--- config.mk ---
export PLATFORM = sky130hd
export DESIGN_NAME = apb_uart_bridge
export DESIGN_NICKNAME = d
export VERILOG_FILES = /design/src/rtl/apb_uart_bridge.sv
export SDC_FILE = /design/constraint.sdc
export NUM_CORES = 1
export LEC_CHECK = 0
export CAP_MARGIN = 20
export CORE_MARGIN = 2
export CORE_UTILIZATION = 55
export DETAILED_ROUTE_END_ITERATION = 10
export HOLD_SLACK_MARGIN = 0.06
export PLACE_DENSITY = 0.89
export SYNTH_ARGS = -nofsm -noshare
export SYNTH_HDL_FRONTEND = slang
export SYNTH_SLANG_ARGS = --single-unit
--- constraint.sdc ---
create_clock -name clk -period 4 [get_ports clk]
set_input_delay 0.4 -clock clk [delete_from_list [all_inputs] [get_ports clk]]
set_output_delay 0.4 -clock clk [all_outputs]
set_load 0.02 [all_outputs]
--- src/rtl/apb_uart_bridge.sv ---
// apb_uart_bridge -- APB slave front-end for a byte-oriented UART core.
// Holds TX/RX byte FIFOs, STATUS and CTRL registers, drives the transmitter
// start handshake and raises a level interrupt.
// Optional build macro: APB_UART_PSLVERR_EN (error responses on DATA write to a
// full TX FIFO, DATA read of an empty RX FIFO and reserved-address accesses).
module apb_uart_bridge #(
    parameter int DATA_W     = 32,
    parameter int FIFO_DEPTH = 8,
    parameter int ADDR_W     = 4
) (
    input  logic              clk,
    input  logic              rst,
    input  logic              psel,
    input  logic              penable,
    input  logic              pwrite,
    input  logic [ADDR_W-1:0] paddr,
    input  logic [DATA_W-1:0] pwdata,
    output logic [DATA_W-1:0] prdata,
    output logic              pready,
    output logic              pslverr,
    output logic              tx_start,
    output logic [7:0]        tx_data,
    input  logic              tx_done,
    input  logic              tx_busy,
    input  logic [7:0]        rx_data,
    input  logic              rx_done,
    input  logic              rx_err,
    output logic              tx_en,
    output logic              rx_en,
    output logic              irq
);
    localparam int PTR_W = $clog2(FIFO_DEPTH);
    localparam int CNT_W = $clog2(FIFO_DEPTH) + 1;
    localparam logic [CNT_W-1:0] FULL_CNT = CNT_W'(FIFO_DEPTH);

    localparam logic [1:0] REG_DATA   = 2'd0;
    localparam logic [1:0] REG_STATUS = 2'd1;
    localparam logic [1:0] REG_CTRL   = 2'd2;
    localparam logic [1:0] REG_RSVD   = 2'd3;

    typedef enum logic [1:0] {IDLE, SETUP, ACCESS} apb_state_t;
    typedef enum logic [1:0] {TX_IDLE, TX_START, TX_WAIT} tx_state_t;

    apb_state_t        apb_q;
    tx_state_t         tx_q;
    logic              pready_q;
    logic              pslverr_q;
    logic [DATA_W-1:0] prdata_q;
    logic              rd_pop_q;
    logic              xfer_err_q;
    logic              tx_start_q;
    logic [7:0]        tx_data_q;
    logic              irq_q;
    logic [3:0]        ctrl_q;
    logic              rx_ovr_q;
    logic              rx_error_q;

    logic [7:0]       tx_mem [FIFO_DEPTH];
    logic [7:0]       rx_mem [FIFO_DEPTH];
    logic [PTR_W-1:0] tx_wr_q, tx_rd_q, rx_wr_q, rx_rd_q;
    logic [CNT_W-1:0] tx_cnt_q, rx_cnt_q;

    logic        tx_empty, tx_full, rx_empty, rx_full;
    logic [1:0]  reg_sel;
    logic        setup_err;
    logic        access_ok;
    logic        tx_push, tx_pop, tx_flush;
    logic        rx_push_req, rx_push, rx_pop, rx_flush, rx_ovr_set;
    logic        stat_wr;
    logic [31:0] status_w;
    logic [31:0] rd_word;
    logic        unused_bits;

    assign reg_sel  = paddr[3:2];
    assign tx_empty = (tx_cnt_q == '0);
    assign tx_full  = (tx_cnt_q == FULL_CNT);
    assign rx_empty = (rx_cnt_q == '0);
    assign rx_full  = (rx_cnt_q == FULL_CNT);

`ifdef APB_UART_PSLVERR_EN
    assign setup_err = (reg_sel == REG_RSVD)
                     || (reg_sel == REG_DATA && pwrite && tx_full)
                     || (reg_sel == REG_DATA && !pwrite && rx_empty);
`else
    assign setup_err = 1'b0;
`endif

    // Register side effects are applied only at the end of a non-errored access phase
    assign access_ok   = pready_q && psel && penable && !xfer_err_q;
    assign stat_wr     = access_ok && pwrite && (reg_sel == REG_STATUS);
    assign tx_flush    = access_ok && pwrite && (reg_sel == REG_CTRL) && pwdata[4];
    assign rx_flush    = access_ok && pwrite && (reg_sel == REG_CTRL) && pwdata[5];
    assign tx_pop      = (tx_q == TX_WAIT) && tx_done && !tx_empty && !tx_flush;
    assign tx_push     = access_ok && pwrite && (reg_sel == REG_DATA) && (!tx_full || tx_pop);
    // Pop only if the head was actually returned in the setup-phase capture
    assign rx_pop      = access_ok && !pwrite && (reg_sel == REG_DATA) && rd_pop_q;
    assign rx_push_req = rx_done && ctrl_q[1];
    assign rx_push     = rx_push_req && (!rx_full || rx_pop) && !rx_flush;
    assign rx_ovr_set  = rx_push_req && rx_full && !rx_pop && !rx_flush;

    // Read word for the addressed register
    always_comb begin
        status_w        = '0;
        status_w[0]     = tx_empty;
        status_w[1]     = tx_full;
        status_w[2]     = rx_empty;
        status_w[3]     = rx_full;
        status_w[4]     = rx_ovr_q;
        status_w[5]     = rx_error_q;
        status_w[11:8]  = 4'(tx_cnt_q);
        status_w[19:16] = 4'(rx_cnt_q);
        rd_word         = '0;
        case (reg_sel)
            REG_DATA:   rd_word = rx_empty ? '0 : {24'b0, rx_mem[rx_rd_q]};
            REG_STATUS: rd_word = status_w;
            REG_CTRL:   rd_word = {28'b0, ctrl_q};
            default:    rd_word = '0;
        endcase
    end

    // APB handshake; apb_q names the bus phase sampled at the previous edge, so
    // pready/prdata/pslverr registered there are valid for the whole access phase
    always_ff @(posedge clk or posedge rst) begin
        if (rst) begin
            apb_q      <= IDLE;
            pready_q   <= 1'b0;
            pslverr_q  <= 1'b0;
            prdata_q   <= '0;
            rd_pop_q   <= 1'b0;
            xfer_err_q <= 1'b0;
        end else begin
            case (apb_q)
                SETUP: begin
                    apb_q      <= ACCESS;
                    pready_q   <= 1'b0;
                    pslverr_q  <= 1'b0;
                    prdata_q   <= '0;
                    rd_pop_q   <= 1'b0;
                    xfer_err_q <= 1'b0;
                end
                default: begin
                    if (psel && !penable) begin
                        apb_q      <= SETUP;
                        pready_q   <= 1'b1;
                        pslverr_q  <= setup_err;
                        prdata_q   <= (!pwrite && !setup_err) ? rd_word[DATA_W-1:0] : '0;
                        rd_pop_q   <= !pwrite && (reg_sel == REG_DATA) && !rx_empty;
                        xfer_err_q <= setup_err;
                    end else begin
                        apb_q      <= IDLE;
                        pready_q   <= 1'b0;
                        pslverr_q  <= 1'b0;
                        prdata_q   <= '0;
                        rd_pop_q   <= 1'b0;
                        xfer_err_q <= 1'b0;
                    end
                end
            endcase
        end
    end

    // CTRL register and sticky RX flags (a new event wins over a same-cycle clear)
    always_ff @(posedge clk or posedge rst) begin
        if (rst) begin
            ctrl_q     <= '0;
            rx_ovr_q   <= 1'b0;
            rx_error_q <= 1'b0;
        end else begin
            if (access_ok && pwrite && (reg_sel == REG_CTRL))
                ctrl_q <= pwdata[3:0];
            if (rx_ovr_set)
                rx_ovr_q <= 1'b1;
            else if (stat_wr && pwdata[4])
                rx_ovr_q <= 1'b0;
            if (rx_push_req && rx_err)
                rx_error_q <= 1'b1;
            else if (stat_wr && pwdata[5])
                rx_error_q <= 1'b0;
        end
    end

    // TX FIFO pointers and occupancy
    always_ff @(posedge clk or posedge rst) begin
        if (rst) begin
            tx_wr_q  <= '0;
            tx_rd_q  <= '0;
            tx_cnt_q <= '0;
        end else if (tx_flush) begin
            tx_wr_q  <= '0;
            tx_rd_q  <= '0;
            tx_cnt_q <= '0;
        end else begin
            if (tx_push) tx_wr_q <= tx_wr_q + 1'b1;
            if (tx_pop)  tx_rd_q <= tx_rd_q + 1'b1;
            tx_cnt_q <= tx_cnt_q + CNT_W'(tx_push) - CNT_W'(tx_pop);
        end
    end

    // RX FIFO pointers and occupancy
    always_ff @(posedge clk or posedge rst) begin
        if (rst) begin
            rx_wr_q  <= '0;
            rx_rd_q  <= '0;
            rx_cnt_q <= '0;
        end else if (rx_flush) begin
            rx_wr_q  <= '0;
            rx_rd_q  <= '0;
            rx_cnt_q <= '0;
        end else begin
            if (rx_push) rx_wr_q <= rx_wr_q + 1'b1;
            if (rx_pop)  rx_rd_q <= rx_rd_q + 1'b1;
            rx_cnt_q <= rx_cnt_q + CNT_W'(rx_push) - CNT_W'(rx_pop);
        end
    end

    // FIFO storage (contents need no reset; occupancy qualifies every read)
    always_ff @(posedge clk) begin
        if (tx_push) tx_mem[tx_wr_q] <= pwdata[7:0];
        if (rx_push) rx_mem[rx_wr_q] <= rx_data;
    end

    // Transmit sequencer: one start pulse per byte, data held until tx_done
    always_ff @(posedge clk or posedge rst) begin
        if (rst) begin
            tx_q       <= TX_IDLE;
            tx_start_q <= 1'b0;
            tx_data_q  <= '0;
        end else begin
            case (tx_q)
                TX_IDLE: begin
                    tx_start_q <= 1'b0;
                    if (ctrl_q[0] && !tx_empty && !tx_busy && !tx_flush) begin
                        tx_q       <= TX_START;
                        tx_start_q <= 1'b1;
                        tx_data_q  <= tx_mem[tx_rd_q];
                    end
                end
                TX_START: begin
                    tx_q       <= TX_WAIT;
                    tx_start_q <= 1'b0;
                end
                TX_WAIT: begin
                    tx_start_q <= 1'b0;
                    if (tx_done) tx_q <= TX_IDLE;
                end
                default: begin
                    tx_q       <= TX_IDLE;
                    tx_start_q <= 1'b0;
                end
            endcase
        end
    end

    // Registered level interrupt
    always_ff @(posedge clk or posedge rst) begin
        if (rst) irq_q <= 1'b0;
        else     irq_q <= (ctrl_q[2] && tx_empty) || (ctrl_q[3] && !rx_empty);
    end

    assign prdata   = prdata_q;
    assign pready   = pready_q;
    assign pslverr  = pslverr_q;
    assign tx_start = tx_start_q;
    assign tx_data  = tx_data_q;
    assign tx_en    = ctrl_q[0];
    assign rx_en    = ctrl_q[1];
    assign irq      = irq_q;

    assign unused_bits = ^{paddr, pwdata, rd_word};

endmodule

==> run metrics <==
status=complete, no violations; Core Box Area=between 10000 and 15000 µm²; RSZ-0062 raised after global routing=no; Yosys top cell by area=edfxtp_1; Initial DRT Pass Iterations=6; Slew Limit Headroom=between 30% and 40%; post-CTS setup buffers=0; diodes inserted=0; Hold Path Class=in2async; post-synthesis async set-or-reset flop share=slightly above 30%; wire length of the first global-routing pass=about 23 mm; TritonCTS clock tree=yes; largest net degree at the start of global routing=53; Die Height=~120 µm; cell count after placement=roughly 700; worst-case clock skew=about 0.011 ns; Net Sw Frac=roughly 29%; Yosys reg bits=between 150 and 200; placed wire-length estimate=9.76 mm; cell area after synthesis=~7800 µm²; I/O Pins=99; # setup viols final=0; Remaining DRCs=0; register area=around 5300 µm²; post-cts sizing count=0; nets=~630; Critical Path, Cell by Cell=clkdlybuf4s50_1 > and4_1 > and3_1 > nor3_1 > ha_1 > inv_1 > ha_1 > fa_1 > xnor2_1 > nor2_1; CP arrival=about 3.3 ns; syn avg cell area=roughly 16 µm²; die area=around 15000 µm²; final WL=~15 mm; Crit path top cell by count=ha_1; WP data required=4.29 ns; Worst Setup Path Type=in2reg; Mapped Cells=between 400 and 500; mean number of vias per cell=5.87; count of buffers from port buffering=55; Routed wire per std cell=about 20 µm; ys flop type=edfxtp_1; number of routed nets with antenna violations=0; Max FO, Critical Path=11; # clock sinks=approximately 190; vias in the first global route=~4.5k; deepest level of the CTS H-tree=4; EDFF count, synth=approximately 130; Critical Path Start Type=primary input; net switching power=between 1.5 and 2 mW; CP max-delay cell=clkdlybuf4s50_1; initial antenna violation count=0; share of the synthesized area in the top cell type=between 40% and 50%; clock share of power=between 30 and 40%; grt total ovfl=0; gp weighted congestion=between 0.7 and 0.8; drt initial violations=roughly 490; Fmax=0.328 GHz; Lkg Pwr=about 3.3 nW; setup TNS=0 ns; slowest stage delay, CP=0.58 ns; FILL cells=~900; Worst VDD drop=0.000526 V; Initial Util=56.1%; area of the multi-input gates=about 2300 µm²; total global-route track usage=about a fifth; cell internal pwr=slightly below 4 mW; final std cells w/o fill=about 760; Seq pwr share=roughly 46%; Gate power share=23.8%; fin crit share=between 70% and 80%; Bufs on Longest Clock Path=2; Core Rows=43; Clk pin slew, worst setup/hold paths=~0.07 ns; top post-synthesis cells by area=edfxtp_1 50%, dfrtp_1 18%, mux4_2 7.6%; sequential area share after synthesis=68.0%; Hold Fails Final Rpt=0; power density over cell area=between 500 and 600 nW/µm²; CTS buffer count=17; Synth cell types=between 50 and 60; Hold Buf Count CTS=0; Ys Warns=0; Die X=approximately 120 µm; CP endpoint kind=register; Layout area overhead=17.8%; clk root buf=clkbuf_16; final worst path period need=approximately 3 ns; Slew Viols, Final=0; Max Cap Violations=0; via count=between 4k and 5k; worst-margin pin slew=between 0.9 and 1 ns; total power=between 5 and 6 mW; ratio of cells with drive above 1 in the final layout=between 10% and 20%; Worst-Skew Late Latency=approximately 0.43 ns
-- cell usage after synthesis (9+ instances only) --
master	instances
edfxtp_1	128
dfrtp_1	57
nor2_1	39
mux4_2	26
mux2i_1	22
a21oi_1	19
inv_1	18
buf_4	17
ha_1	16
nand2_1	16
nor3_1	10
o21ai_0	10
nand3_1	9
nor2b_1	9
-- state kept, by name (all words and copies together) (netlist names), 3 cells and up --
register and count:
ctrl_q 4, prdata 16, rx_cnt_q 4, rx_mem 64, rx_rd_q 3, rx_wr_q 3, tx_cnt_q 4, tx_data 8
tx_mem 64, tx_rd_q 3, tx_wr_q 3
-- power groups by stage --
stage | Sequential (mW) | Combinational [mW] | Clock, mW
after floorplan | 2.50 | 0.866 | 0
after global placement | 2.55 | 1.11 | 0
after global routing | 2.52 | 1.42 | 1.73
after CTS | 2.53 | 1.21 | 1.66
final | 2.49 | 1.29 | 1.64
after detailed placement | 2.57 | 1.18 | 0
-- path summary, 6_finish.rpt --
kind / end / start / slack [ns] / cells after the start
worst max-delay path: tx_cnt_q[2] / pwrite / 0.95 / 10
worst min register to register: apb_q[1] / apb_q[1] / 0.44 / 1
worst min-delay path: tx_q[0] / rst / 0.31 / 2
max in group asynchronous: prdata[7] / rst / 2.98 / 4
worst max register to register: tx_cnt_q[2] / tx_cnt_q[2] / 1.14 / 10
min in group clk: apb_q[1] / apb_q[1] / 0.44 / 1
-- kinds of logic after synthesis --
family,share of synthesized area (%)
xor+xnor,0.904
fa+ha+maj,3.10
mux,11.0
simple gates,8.55
flops,68.0
other cells,0.0484
compound gates,4.70
buf+inv,3.76
-- layout by cell type, fill, tap and decap left out, types with 2 or more instances in the layout --
cell type	synthesis	routed
inv_1	18	17
nor3_2	2	2
clkbuf_16	0	18
clkdlybuf4s50_1	0	55
nor2b_1	9	9
a21o_1	3	3
buf_4	17	14
and3_1	2	2
o21ai_0	10	10
or3_1	2	2
a21oi_1	19	19
nand4_1	4	4
nand2b_1	7	7
or4_1	2	2
or4b_4	2	2
inv_4	0	2
mux4_2	26	26
nor2_1	39	39
o31ai_1	2	2
and2_1	3	3
mux2i_1	22	22
mux2_2	4	4
fa_1	2	2
xor2_1	3	3
conb_1	1	17
dfrtp_1	57	57
buf_16	0	2
clkinv_4	0	3
clkbuf_8	0	2
edfxtp_1	128	128
inv_6	0	3
nand3_1	9	9
xnor2_1	5	5
ha_1	16	16
a22oi_1	5	5
nor3b_1	3	3
a221oi_1	3	3
nor3_1	10	10
nand2_1	16	16
-- through the flow --
step | util [%] | setup slack, ns | area [µm²] | hold WS, ns
floorplan | - | 1.37 | 7810 | 0.395
global placement | 61.3 | 0.747 | 8470 | 0.405
detailed placement | 61.3 | 0.672 | 8470 | 0.427
CTS | 65.5 | 1.02 | 9060 | 0.435
global route | 66.1 | 0.876 | 9140 | 0.348
finish | 66.1 | 0.947 | 9140 | 0.314
-- cell type report --
type                    instances  share of cell area (%)
clock inverters                11                    1.18
well taps                     180                    2.47
inverters                      18                   0.740
clock buffers                  21                    5.27
flip-flops and latches        185                    57.7
repair buffers                 72                    8.00
multi-input cells             268                    24.7
-- per-layer routing --
metal / routed length, µm / up-vias / track usage, %
met5: 0 / - / 0
li1: - / 1956 / -
met3: 991 / 39 / 5.48
met2: 8040 / 207 / 36.5
met1: 5740 / 2227 / 25.9
met4: 297 / 0 / 7.83
-- worst max-delay path: cells and delay by family --
family	cells	cell delay [ns]
AND/OR/NAND/NOR	4	1.22
adder cells (fa/ha/maj)	3	0.92
buffers and inverters	2	0.63
XOR/XNOR	1	0.17
No activity file was read; power rests on OpenSTA's default activity.
